<file path="src/rtl/fpu_op_responder.sv">
// Request/response wrapper around a double-precision FPU core: launches one op per handshake,
// waits for completion or timeout, then holds the result until the consumer takes it.
module fpu_op_responder #(
    parameter int unsigned       DATA_W      = 64,
    parameter int unsigned       TIMEOUT_CYC = 64,
    parameter logic [DATA_W-1:0] QNAN        = 64'h7FF8_0000_0000_0000
) (
    input  logic              clk,
    input  logic              rst,

    input  logic              req_valid,
    output logic              req_ready,
    input  logic [2:0]        req_op,
    input  logic [1:0]        req_rmode,
    input  logic [DATA_W-1:0] req_opa,
    input  logic [DATA_W-1:0] req_opb,

    output logic              core_enable,
    output logic [2:0]        core_op,
    output logic [1:0]        core_rmode,
    output logic [DATA_W-1:0] core_opa,
    output logic [DATA_W-1:0] core_opb,
    input  logic              core_ready,
    input  logic [DATA_W-1:0] core_out,
    input  logic [4:0]        core_flags,

    output logic              rsp_valid,
    input  logic              rsp_ready,
    output logic [DATA_W-1:0] rsp_result,
    output logic [4:0]        rsp_flags,
    output logic              rsp_timeout
);

    localparam int unsigned CntW = (TIMEOUT_CYC > 2) ? $clog2(TIMEOUT_CYC) : 1;
    localparam logic [CntW-1:0] CntMax = CntW'(TIMEOUT_CYC - 1);
    localparam logic [2:0] MaxLegalOp = 3'd4;
    localparam logic [4:0] FlagInvalid = 5'b10000;

    typedef enum logic [1:0] {StIdle, StBusy, StResp} state_e;

    state_e            state_q, state_d;
    logic [CntW-1:0]   cnt_q, cnt_d;
    logic [2:0]        op_q, op_d;
    logic [1:0]        rmode_q, rmode_d;
    logic [DATA_W-1:0] opa_q, opa_d;
    logic [DATA_W-1:0] opb_q, opb_d;
    logic [DATA_W-1:0] result_q, result_d;
    logic [4:0]        flags_q, flags_d;
    logic              timeout_q, timeout_d;

    always_comb begin
        state_d   = state_q;
        cnt_d     = cnt_q;
        op_d      = op_q;
        rmode_d   = rmode_q;
        opa_d     = opa_q;
        opb_d     = opb_q;
        result_d  = result_q;
        flags_d   = flags_q;
        timeout_d = timeout_q;

        unique case (state_q)
            StIdle: begin
                if (req_valid) begin
                    if (req_op <= MaxLegalOp) begin
                        op_d    = req_op;
                        rmode_d = req_rmode;
                        opa_d   = req_opa;
                        opb_d   = req_opb;
                        cnt_d   = '0;
                        state_d = StBusy;
                    end else begin
                        // Illegal op answers directly without touching the core.
                        result_d  = QNAN;
                        flags_d   = FlagInvalid;
                        timeout_d = 1'b0;
                        state_d   = StResp;
                    end
                end
            end
            StBusy: begin
                // Completion takes priority over a timeout on the same edge.
                if (core_ready) begin
                    result_d  = core_out;
                    flags_d   = core_flags;
                    timeout_d = 1'b0;
                    state_d   = StResp;
                end else if (cnt_q == CntMax) begin
                    result_d  = QNAN;
                    flags_d   = FlagInvalid;
                    timeout_d = 1'b1;
                    state_d   = StResp;
                end else begin
                    cnt_d = cnt_q + 1'b1;
                end
            end
            StResp: begin
                if (rsp_ready) begin
                    state_d = StIdle;
                end
            end
            default: state_d = StIdle;
        endcase
    end

    always_ff @(posedge clk) begin
        if (rst) begin
            state_q   <= StIdle;
            cnt_q     <= '0;
            op_q      <= '0;
            rmode_q   <= '0;
            opa_q     <= '0;
            opb_q     <= '0;
            result_q  <= '0;
            flags_q   <= '0;
            timeout_q <= 1'b0;
        end else begin
            state_q   <= state_d;
            cnt_q     <= cnt_d;
            op_q      <= op_d;
            rmode_q   <= rmode_d;
            opa_q     <= opa_d;
            opb_q     <= opb_d;
            result_q  <= result_d;
            flags_q   <= flags_d;
            timeout_q <= timeout_d;
        end
    end

    assign req_ready   = (state_q == StIdle);
    assign core_enable = (state_q == StBusy);
    assign rsp_valid   = (state_q == StResp);
    assign core_op     = op_q;
    assign core_rmode  = rmode_q;
    assign core_opa    = opa_q;
    assign core_opb    = opb_q;
    assign rsp_result  = result_q;
    assign rsp_flags   = flags_q;
    assign rsp_timeout = timeout_q;

endmodule

</file>
<file path="config.mk">
export PLATFORM = sky130hd
export DESIGN_NAME = fpu_op_responder
export DESIGN_NICKNAME = d
export VERILOG_FILES = /design/src/rtl/fpu_op_responder.sv
export SDC_FILE = /design/constraint.sdc
export NUM_CORES = 1
export LEC_CHECK = 0
export BUFFER_PORTS_ARGS = -buffer_cell sky130_fd_sc_hd__buf_4
export CAP_MARGIN = 40
export CORE_AREA = 5 5 157 159
export DETAILED_ROUTE_END_ITERATION = 16
export DIE_AREA = 0 0 162 164
export PLACE_DENSITY = 0.7
export SYNTH_ARGS = -nofsm -noshare
export SYNTH_HDL_FRONTEND = slang
export SYNTH_SLANG_ARGS = --single-unit
</file>
<file path="constraint.sdc">
create_clock -name clk -period 1.6 [get_ports clk]
set_input_delay 0.24 -clock clk [delete_from_list [all_inputs] [get_ports clk]]
set_output_delay 0.24 -clock clk [all_outputs]
set_load 0.1 [all_outputs]
</file>
### Yosys cells after proc, flatten, opt, wreduce, memory -nomap -nowiden

Index checks and enable logic that the tools add are counted.

| cells by class | value |
|---|---|
| $lt $le $gt $ge | 1 |
| muxes and demuxes | 26 |
| reduce and logical (&&, ||, !) cells | 6 |
| equal/unequal tests | 10 |
| $add $sub $neg | 1 |

Operators by type and width:

| kind | count |
|---|---|
| 2-to-1 mux 64 bit | 4 |
| case mux 64 bit (2 select lines) | 1 |
| 2-to-1 mux 6 bit | 4 |
| 2-to-1 mux 5 bit | 4 |
| case mux 6 bit (2 select lines) | 1 |
| 2-to-1 mux 2 bit | 5 |
| case mux 5 bit (2 select lines) | 1 |
| != test 2 bit, second input constant | 4 |
| adder 6 x 1 -> 6 bit, second input constant | 1 |
| equality test 6 bit, second input constant | 1 |
| case mux 2 bit (3 select lines) | 1 |
| AND reduction 3 bit | 2 |
| AND reduction 5 bit | 1 |
| 2-to-1 mux 1 bit | 4 |
| != test 2 x 1 -> 1 bit, second input constant | 2 |
| AND reduction 4 bit | 1 |
| <= comparator 3 bit, second input constant | 1 |
| != test 3 x 1 -> 1 bit, second input constant | 1 |
| equality test 2 x 1 -> 1 bit, second input constant | 1 |
| equality test 2 bit, second input constant | 1 |
| logical NOT 2 bit | 1 |
| case mux 1 bit (2 select lines) | 1 |
| nonzero test 2 bit | 1 |

| word-level totals | value |
|---|---|
| register bits | 211 |
| output and inout bits | 206 |
| input bits | 207 |
| logic and storage cells | 53 |

### Longest topological paths before layout

| logic depth | value |
|---|---|
| depth after elaboration | 4 |
| mapped depth | 8 |
| depth with buffers taken out | 5 |

### Least setup slack after synthesis

Ideal clock, no wire load.

| path | value |
|---|---|
| path type | register to register |
| from | register state_q[1] |
| to | register state_q[1] |
| buffers on the path | 0 |
| stages on the path, launching flop included | 5 |
| data arrival time | 2.457 ns |
| required time | 1.512 ns |
| library setup time | 0.088 ns |
| clock period less this slack | 2.546 ns |
| slack | -0.946 ns |
| cells stage by stage | dfxtp_1 -> nor2b_1 -> nand2b_1 -> and2_1 -> a311oi_2 |

| on the way | value |
|---|---|
| cells in the longest elaborated chain, start to end | 3 |
| elaborated cells on any way between the ends | 8 |
| those cells by class | eq/ne: 5; mux: 1; reduce/logical: 2 |

Ends and longest elaborated chain:

| element | line | text |
|---|---|---|
| start, declared | 41 | `state_e state_q, state_d;` |
| start signal, assigned | 108 | `state_q <= StIdle;` |
| start signal, assigned | 118 | `state_q <= state_d;` |
| equality test 2 bit (*) | - |  |
| named net rsp_valid | 27 | `output logic rsp_valid,` |
| != test 2 x 1 -> 1 bit (no line) | - |  |
| AND reduction 3 bit (no line) | - |  |

Mark *: on every way through the listed nets, which the timed path passes. The rest lies on a longest branch.
A chain may end at the register's enable or synchronous reset.

### Final worst setup path

| path | value |
|---|---|
| from | register state_q[1] |
| to | output rsp_valid |

| on the way | value |
|---|---|
| cells in the longest elaborated chain, start to end | 1 |

Ends and longest elaborated chain:

| element | line | text |
|---|---|---|
| equality test 2 bit | 132 | `assign rsp_valid = (state_q == StResp);` |
| end, declared | 27 |  |

No other way between the ends.

==> flow_summary.json <==
{
  "wl_um": 34820,
  "io_buffers": 412,
  "overflow": 0,
  "slew_violations": 0,
  "synth_ff_type": "dfxtp_1",
  "ios": 413,
  "place_inst": 1621,
  "rsz0062_at_grt": "true",
  "fin_ws_ps": 2.087,
  "ys_top_cells_by_area": "dfxtp_1 (51%), nand2_1 (15%), a21oi_1 (8.1%), o2111ai_1 (6.0%), a32oi_1 (5.9%)",
  "cp_max_fo": 7,
  "hold_viol_final": 0,
  "worstSetupPathType": "flip-flop to output port",
  "synth_common_cells": "nand2_1 (328), dfxtp_1 (211), a21oi_1 (135)",
  "cp-end-kind": "output port",
  "pre_cts_ws_ps": 40.11,
  "fill_cells": 1744,
  "syn_area_per_cell_um2": 8.441,
  "clk_pin_slew_worst_paths_ps": 50,
  "min_period_over_period_pct": 99.87,
  "r2r_cells": 6,
  "nets": 1774,
  "core-area_um2": 23120,
  "drive_above_1_share_pct": 33.44,
  "gp_congestion": 0.8120,
  "clkLatencyLatePin_ps": 500,
  "numCtsBuffers": 23,
  "min_from": "rsp_ready",
  "power_mw": 16.11,
  "grt_usage_pct": 23.29,
  "netlist.area_leader.share_pct": 50.86,
  "vdd_drop_max_mv": 0.7822,
  "synth_top_area_cell": "dfxtp_1",
  "synthToLayoutAreaGrowth_pct": 78.14,
  "yosysUniqueCellTypes": 39,
  "drv_cap": 0,
  "power_leakage_nw": 6.517,
  "hold_depth": 3,
  "dpl.hpwl_um": 20430,
  "initial_core_util_pct": 35.92,
  "syn-num-nets": 1192,
  "dieArea_um2": 26570,
  "tightest_slew_ps": 659.3,
  "critPathArrivalTime_ps": 1360,
  "reg2reg_setup_slack_ps": 80,
  "worst_setup_path_start_kind": "flip-flop",
  "max_freq_mhz": 625.8,
  "drt_iter0_drc": 757,
  "skew_ps": 9.021,
  "outcome": "finished clean",
  "async_flop_share_pct": 0,
  "final.setup.tns_ps": 0,
  "setup_viol": 0,
  "grt_max_degree": 134,
  "powerDensity_nw_per_um2": 1089,
  "cts_tree": "built",
  "ant_nets": 0,
  "timing.hold.ws_ps": 85.38,
  "htree_levels": 1,
  "root_buffer": "clkbuf_16",
  "clockBufferDepth": 3,
  "clock_sinks": 211,
  "ys_seq_elements": 211,
  "yosysWarnings": 0,
  "wl_per_cell_um": 18.58,
  "min_to": "state_q[1]$_SDFFE_PP0P_",
  "synth_area_um2": 8305,
  "die_w_um": 162,
  "die_y_um": 164,
  "synthCells": 984,
  "reg2reg_to": "rsp_result[1]$_SDFFE_PP0P_",
  "synth_most_common_cell": "nand2_1",
  "first_global_vias": 9658,
  "first_pass_iters": 6,
  "hold_class": "primary input to flip-flop",
  "rows": 56,
  "fin_crit_ps": 1598,
  "stdcell_count": 1874,
  "cp.required_ps": 1360,
  "synth_edf_count": 0,
  "rr_startpoint": "cnt_q[0]$_SDFFE_PP0P_",
  "drc": 0,
  "antenna_found_initial": 2,
  "ys_seq_area_share_pct": 50.86,
  "vias_per_cell": 5.266,
  "grt_first_pass_wirelength_um": 50960,
  "dr_total_vias": 9868,
  "slew_headroom_pct": 56.05
}
==> worst max path at each step <==
| stage | from | endpoint | slack [ps] | cells past startpoint |
|---|---|---|---|---|
| finish | state_q[1]$_SDFFE_PP0P_ | rsp_valid | 2 | 3 |
| global route | state_q[1]$_SDFFE_PP0P_ | rsp_valid | -50 | 3 |
| detailed placement | state_q[1]$_SDFFE_PP0P_ | state_q[1]$_SDFFE_PP0P_ | 40 | 5 |
| CTS | state_q[1]$_SDFFE_PP0P_ | rsp_valid | -10 | 3 |
| floorplan | state_q[0]$_SDFFE_PP0P_ | core_opa[12]$_SDFFE_PP0P_ | -190 | 8 |
| global placement | state_q[1]$_SDFFE_PP0P_ | state_q[1]$_SDFFE_PP0P_ | 50 | 5 |
==> cell usage in the layout (no fill, tap or decap), drive strengths merged, types with 3 or more instances in the layout <==
cell	Yosys	final
buf	53	457
nand2	328	328
dfxtp	211	211
dlygate4sd3	0	189
a21oi	135	135
o2111ai	57	57
a32oi	56	56
clkbuf	44	37
inv	18	18
o21ai	16	16
nor2	15	15
a221oi	14	14
diode	0	5
nand3	5	5
nand4	3	3
nand3b	3	3
a31oi	3	3
nand2b	2	3
o21a	3	3
nor2b	3	3
==> routing by layer <==
metal | global-route usage [%] | vias up | wire length, um
met5 | 0 | - | 0
met4 | 9.650 | 0 | 1369
met3 | 6.600 | 96 | 3041
met2 | 41.99 | 456 | 17590
met1 | 25.79 | 4678 | 12820
li1 | - | 4638 | -
==> kinds of logic (layout without fill, tap and decap cells) <==
group / Yosys count / after routing / synth area share [%]
AOI/OAI and AO/OA: 292 / 292 / 24.48
adders and majority gates: 1 / 1 / 0.1506
buffers and inverters: 115 / 708 / 7.095
DFF: 211 / 211 / 50.86
muxes: 1 / 1 / 0.1205
other: 0 / 5 / 0
and+or+nand+nor: 364 / 366 / 17.29
==> metrics by stage <==
stage	utilization, %	cell area (um2)
2_1_floorplan	-	8362
3_3_place_gp	50.63	11710
3_5_place_dp	50.63	11710
4_1_cts	62.72	14500
5_1_grt	63.96	14790
6_report	63.99	14800
==> state kept, by name, indices dropped and copies added (netlist names) <==
register and count:
core_opb 64, core_opa 64, state_q 2, rsp_result 64
rsp_timeout 1, core_rmode 2, core_op 3, cnt_q 6
rsp_flags 5
==> critical path, cell delays in order (launching register included) <==
cell and delay [ps]:
dfxtp_4 400, buf_12 110, nor2b_4 160, buf_12 190
==> where the power goes <==
group / internal [mW] / switching [mW]
clock: 3.23 / 2.12
combinational: 1.53 / 3.45
sequential: 5.57 / 0.205
total: 10.3 / 5.78
==> final cells by class <==
type | count | area, um2 | area share (%)
Tap cell | 290 | 362.8 | 2.452
Inverter | 18 | 68.82 | 0.4651
Sequential cell | 211 | 4232 | 28.60
Antenna cell | 5 | 12.51 | 0.08457
Clock buffer | 33 | 673.1 | 4.550
Multi-Input combinational cell | 660 | 3601 | 24.34
Timing Repair Buffer | 652 | 5764 | 38.96
Clock inverter | 5 | 81.33 | 0.5497
==> repair_timing <==
action / CTS / global route
pin swaps: 0 / 3
setup endpoints to repair: 3 / 115
endpoints found under the hold margin: 189 / 0
buffers inserted: 6 / 6
gates cloned: 2 / 7
resized for setup: 11 / 17
hold buffers: 189 / 0
Power figures use the tool's default switching activity.
